$ cat config.mk
export PLATFORM = sky130hd
export DESIGN_NAME = register
export DESIGN_NICKNAME = d
export VERILOG_FILES = /design/src/rtl/sap_pkg.sv /design/src/rtl/register_out_drv.sv /design/src/rtl/register.sv
export SDC_FILE = /design/constraint.sdc
export NUM_CORES = 1
export LEC_CHECK = 0
export ABC_AREA = 1
export CORE_AREA = 2 2 39 41
export DETAILED_ROUTE_END_ITERATION = 6
export DIE_AREA = 0 0 41 43
export REMOVE_ABC_BUFFERS = 1
export SETUP_SLACK_MARGIN = 0.15
export SYNTH_ARGS = -nofsm -noshare
export SYNTH_HDL_FRONTEND = slang
export SYNTH_SLANG_ARGS = --single-unit
$ cat constraint.sdc
create_clock -name clk -period 0.8 [get_ports clk]
set_clock_uncertainty 0.2 [all_clocks]
set_input_delay 0.2 -clock clk [delete_from_list [all_inputs] [get_ports clk]]
set_output_delay 0.2 -clock clk [all_outputs]
set_load 0.02 [all_outputs]
$ cat src/rtl/sap_pkg.sv
// rtl/sap_pkg.sv - shared constants and bus word type for the register block
//
// Contents:
//   DEFAULT_WIDTH  - default data/storage width in bits (8)
//   LOAD_ACTIVE    - level of load that captures data (active-low)
//   ENABLE_ACTIVE  - level of enable that drives the stored value onto q (active-low)
//   data_word_t    - data-bus word at the default width

package sap_pkg;

    localparam int DEFAULT_WIDTH = 8;

    localparam logic LOAD_ACTIVE   = 1'b0;
    localparam logic ENABLE_ACTIVE = 1'b0;

    typedef logic [DEFAULT_WIDTH-1:0] data_word_t;

endpackage

$ cat src/rtl/register_out_drv.sv
// rtl/register_out_drv.sv - enable-gated output stage for the register block
//
// Parameters:
//   WIDTH  - bus width in bits (minimum 1)
// Ports:
//   enable - input,  1     : output enable, active-low
//   value  - input,  WIDTH : stored value to present
//   q      - output, WIDTH : bus-side view; value when enabled, disabled level otherwise
//
// Build option REGISTER_TRISTATE_EN:
//   defined   - disabled level is high-impedance, for a shared wired bus
//   undefined - disabled level is all zeros, for an OR/mux-based bus

module register_out_drv
    import sap_pkg::*;
#(
    parameter int WIDTH = DEFAULT_WIDTH
) (
    input  logic             enable,
    input  logic [WIDTH-1:0] value,
    output logic [WIDTH-1:0] q
);

    // Purely combinational: q follows enable and the stored value with no
    // extra cycle, so a load is visible on q in the same cycle it lands.
`ifdef REGISTER_TRISTATE_EN
    assign q = (enable == ENABLE_ACTIVE) ? value : {WIDTH{1'bz}};
`else
    assign q = (enable == ENABLE_ACTIVE) ? value : {WIDTH{1'b0}};
`endif

endmodule

$ cat src/rtl/register.sv
// rtl/register.sv - WIDTH-bit load/clear register with enable-gated bus output
//
// Parameters:
//   WIDTH  - data and storage width in bits (default 8, minimum 1)
// Ports:
//   clk    - input,  1     : clock, all state changes on rising edge
//   clr    - input,  1     : synchronous active-high clear (highest priority)
//   load   - input,  1     : active-low load strobe
//   enable - input,  1     : active-low output enable
//   data   - input,  WIDTH : parallel value to capture
//   q      - output, WIDTH : stored value when enabled, disabled level otherwise
//
// Build option REGISTER_TRISTATE_EN selects the disabled level of q
// (high-impedance when defined, zeros when undefined); storage is unaffected.
// Stored value is undefined until the first clocked clr.

module register
    import sap_pkg::*;
#(
    parameter int WIDTH = DEFAULT_WIDTH
) (
    input  logic             clk,
    input  logic             clr,
    input  logic             load,
    input  logic             enable,
    input  logic [WIDTH-1:0] data,
    output logic [WIDTH-1:0] q
);

    logic [WIDTH-1:0] stored;

    // Priority clr > load > hold. enable never touches storage, so loads and
    // clears carry on while the output is disabled.
    always_ff @(posedge clk) begin
        if (clr) begin
            stored <= '0;
        end else if (load == LOAD_ACTIVE) begin
            stored <= data;
        end
    end

    register_out_drv #(
        .WIDTH (WIDTH)
    ) u_out_drv (
        .enable (enable),
        .value  (stored),
        .q      (q)
    );

endmodule

Yosys cells after proc, flatten, opt, wreduce, memory -nomap -nowiden. Cells that the tools add are included. Widths: inputs -> output; s select.

Register bits after elaboration: 8. Input port bits: 12. Output and inout port bits: 8. Logic and storage cells: 2.

Muxes and demuxes: 1.

Operators by type and width (number): $mux 8 (1).

Logic depth before layout (Yosys ltp).
Depth after elaboration: 1. Depth in mapped cells: 5. Mapped depth without buffers: 4.

Modules after synthesis. From an unflattened synthesis, not the netlist that was laid out.

Cells, all modules: 68. Area, all modules: 412.9 µm².

By module, submodules not included: register (times used 1, cells each 51, area each 341.6 µm², sequential area each 160.2 µm²); register_out_drv (times used 1, cells each 17, area each 71.3 µm², sequential area each 0.0 µm²).

Least setup slack after synthesis. Ideal clock, no wire load.

Path kind: input to output. Start: input enable. End: output q[0]. Data arrival time: 668 ps. Required time: 400 ps. Path slack: -268 ps. Stages: 2. Buffers on the path: 1. Cells stage by stage: clkbuf_1 -> nor2_1.

Cells in the longest elaborated chain, start to end: 1.

RTL lines: from (decl) (RTL line register.sv:25) `input logic enable,`; $mux 8 (RTL line register_out_drv.sv:29) `assign q = (enable == ENABLE_ACTIVE) ? value : {WIDTH{1'b0}};`; to (decl) (RTL line register.sv:27) `output logic [WIDTH-1:0] q`.

No other way between the ends.

Worst setup path after layout.
Start: register stored[4]. End: output q[4].

Cells in the longest elaborated chain, start to end: 1.

RTL lines: from (decl) (RTL line register.sv:30) `logic [WIDTH-1:0] stored;`; from (signal assigned) (RTL line register.sv:38) `stored <= data;`; $mux 8 (RTL line register_out_drv.sv:29).

No other way between the ends.

==> run_results.csv <==
group,metric,value,unit
pwr,powerDensity,1350,nW/um^2
layout,regMostFlops,"stored",
worst_setup_path,critPathArrivalTime,0.84,ns
cts,clk_latency,0.24,ns
routing,drtIter0Drc,5,
pwr,p_switching,302,uW
worst_setup_path,max_stage_delay,0.32,ns
placed_design,gp_congestion,0.620,
pwr,p_total,1.12,mW
die,initial_core_util,27.1,%
routing,drt-total-wl,978,um
status,status,"finished, violations left",
pwr,p_sw_share,27.0,%
layout,n_fill_cell,140,
synth,yosysWarnings,0,
routing,firstDrtPassIters,4,
layout,area_growth_syn_to_layout,121,%
routing,via_count,454,
status,violations,"setup timing",
grt,grt_antenna_before_repair,0,
grt,grt_max_degree,9,
layout,nNetsFinal,107,
worst_setup_path,critical_path.top_delay_family,"flip-flops",
layout,final_cell_mix,"16 x buf_6, 15 x nor2_1, 9 x inv_2",
worst_setup_path,crit_path_end_kind,"primary output",
die,die_y,43,um
layout,antenna_cells,0,
layout,layout.cells.non_filler,109,
worst_setup_path,cp-start-kind,"flip-flop",
synth,synth_area_per_cell,6.26,sq um
sta,slew_violations,0,
pwr,clockPowerShare,27.4,%
placed_design,place.port_buffers,19,
worst_setup_path,crit_chain,"inv_2 -> nor2_4 -> buf_6",
routing,ant_nets,0,
job,maxCapViolations,0,
grt,grt_first_pass_wirelength,1.35,mm
cts,clock_path_buffers,2,
layout,layout-drive-gt1-share,65.6,%
die,rows,14,
layout,post-route-util,59.9,%
cts,root_buffer,"clkbuf_4",
grt,overflow,0,
layout,final_common_cell,"buf_6",
synth,seq_area_frac_synth,42.7,%
worst_setup_path,cp_slowest_cell,"dfxtp_2",
pwr,seqPwrFrac,39.7,%
cts,cts_max_level,1,
layout,largest_reg_flops,8,
worst_setup_path,cp_num_buf_inv,2,
pwr,ir_drop,0.000782,V
placed_design,dp_hpwl,519,um
die,fp.dieArea,1760,sq um
die,fp.dieW,41,um
sta,hold_violations,0,
min_path,hold_class,"in2reg",
sta,rsz0062_at_grt,"true",
sta,fmax,809,MHz
cts,cts_tree,"yes",
pwr,intPower,818,uW
placed_design,pre_cts_slack,-1.15,ns
sta,slew_headroom,78.1,%
pwr,combinationalPowerShare,32.9,%
die,coreArea,1380,sq um
sta,fin_crit_sh,155,%
synth,syn_area,375,sq um
layout,largestRegisters,"stored: 8 flops",
sta,whs,0.108,ns
die,ios,20,
synth,synthCells,60,
cts,clkTransAtPathRegs,0.06,ns
routing,vias_per_cell,4.17,
sta,worstMarginPinSlew,0.329,ns
routing,wl_per_cell,8.97,um
cts,cts_made_buffers,3,
worst_setup_path,required,0.40,ns
sta,finalSetupViolations,16,
grt,grt_pass1_vias,335,
worst_setup_path,critPathMaxFanout,2,
pwr,cellLeakagePower,0.394,nW
placed_design,post-place-cells,96,
sta,setup_ws,-0.437,ns
synth,synth_cell_types,8,
sta,period_minus_slack,1.24,ns
routing,remaining_drc_errors,0,
synth,ys_ff_latch,8,
cts,clock_sinks,8,
grt,grt_usage,11.7,%
worst_setup_path,path_class,"reg2out",
[cells in the mapped netlist]
cell,n,area [sq um]
nor2_1,23,86.3
nand2_1,15,56.3
inv_1,9,33.8
dfxtp_1,8,160
buf_6,2,22.5
clkbuf_1,1,3.75
nand2_2,1,6.26
nor2_2,1,6.26
[layer usage]
layer / vias up / global-route usage (%) / routed length, um
met5: - / 0 / 0
met4: 0 / 6.00 / 0
met3: 0 / 4.71 / 78
met2: 15 / 15.6 / 487
met1: 200 / 15.6 / 412
li1: 239 / - / -
[logic make-up (layout without fill, tap and decap cells)]
group,count (synthesis),count (layout),share of synthesized area [%]
DFF,8,8,42.7
and+or+nand+nor,40,40,41.3
buffers and inverters,12,45,16.0
[worst paths after layout]
path,from,endpoint,slack [ns],depth (start not counted)
max reg2reg,stored[7],stored[7],-0.27,7
min,data[2],stored[2],0.11,3
min reg2reg,stored[2],stored[2],0.34,4
max,stored[4],q[4],-0.44,3
[tightest hold or removal path, delay by kind of cell]
kind                   cells  cell delay [ns]
AND/OR/NAND/NOR            2             0.11
buffers and inverters      1             0.21
[layout make-up]
class | count | area [sq um] | area share, %
Inverter | 9 | 33.8 | 4.08
Clock buffer | 3 | 22.5 | 2.72
Tap cell | 16 | 20.0 | 2.42
Sequential cell | 8 | 170 | 20.5
Timing Repair Buffer | 33 | 359 | 43.4
Multi-Input combinational cell | 40 | 223 | 26.9
[power by group through the flow]
stage / sequential, mW / combinational, mW / clock [mW]
after detailed placement: 0.442 / 0.235 / 0
after global routing: 0.445 / 0.399 / 0.350
after CTS: 0.433 / 0.282 / 0.322
final: 0.444 / 0.369 / 0.307
after global placement: 0.441 / 0.232 / 0
after floorplan: 0.440 / 0.0950 / 0
[per-stage QoR]
step	TNS [ns]	instance area [sq um]
floorplan	-1.65	349
detailed placement	-13.22	602
finish	-4.59	828
CTS	-4.27	691
global route	-5.32	828
global placement	-13.10	602
[timing repair]
action	in CTS	in global routing
pin swaps	4	14
setup endpoints to repair	16	16
hold buffers	0	0
buffers inserted	5	4
cloned	1	0
resized for setup	58	48
Power figures use the tool's default switching activity.
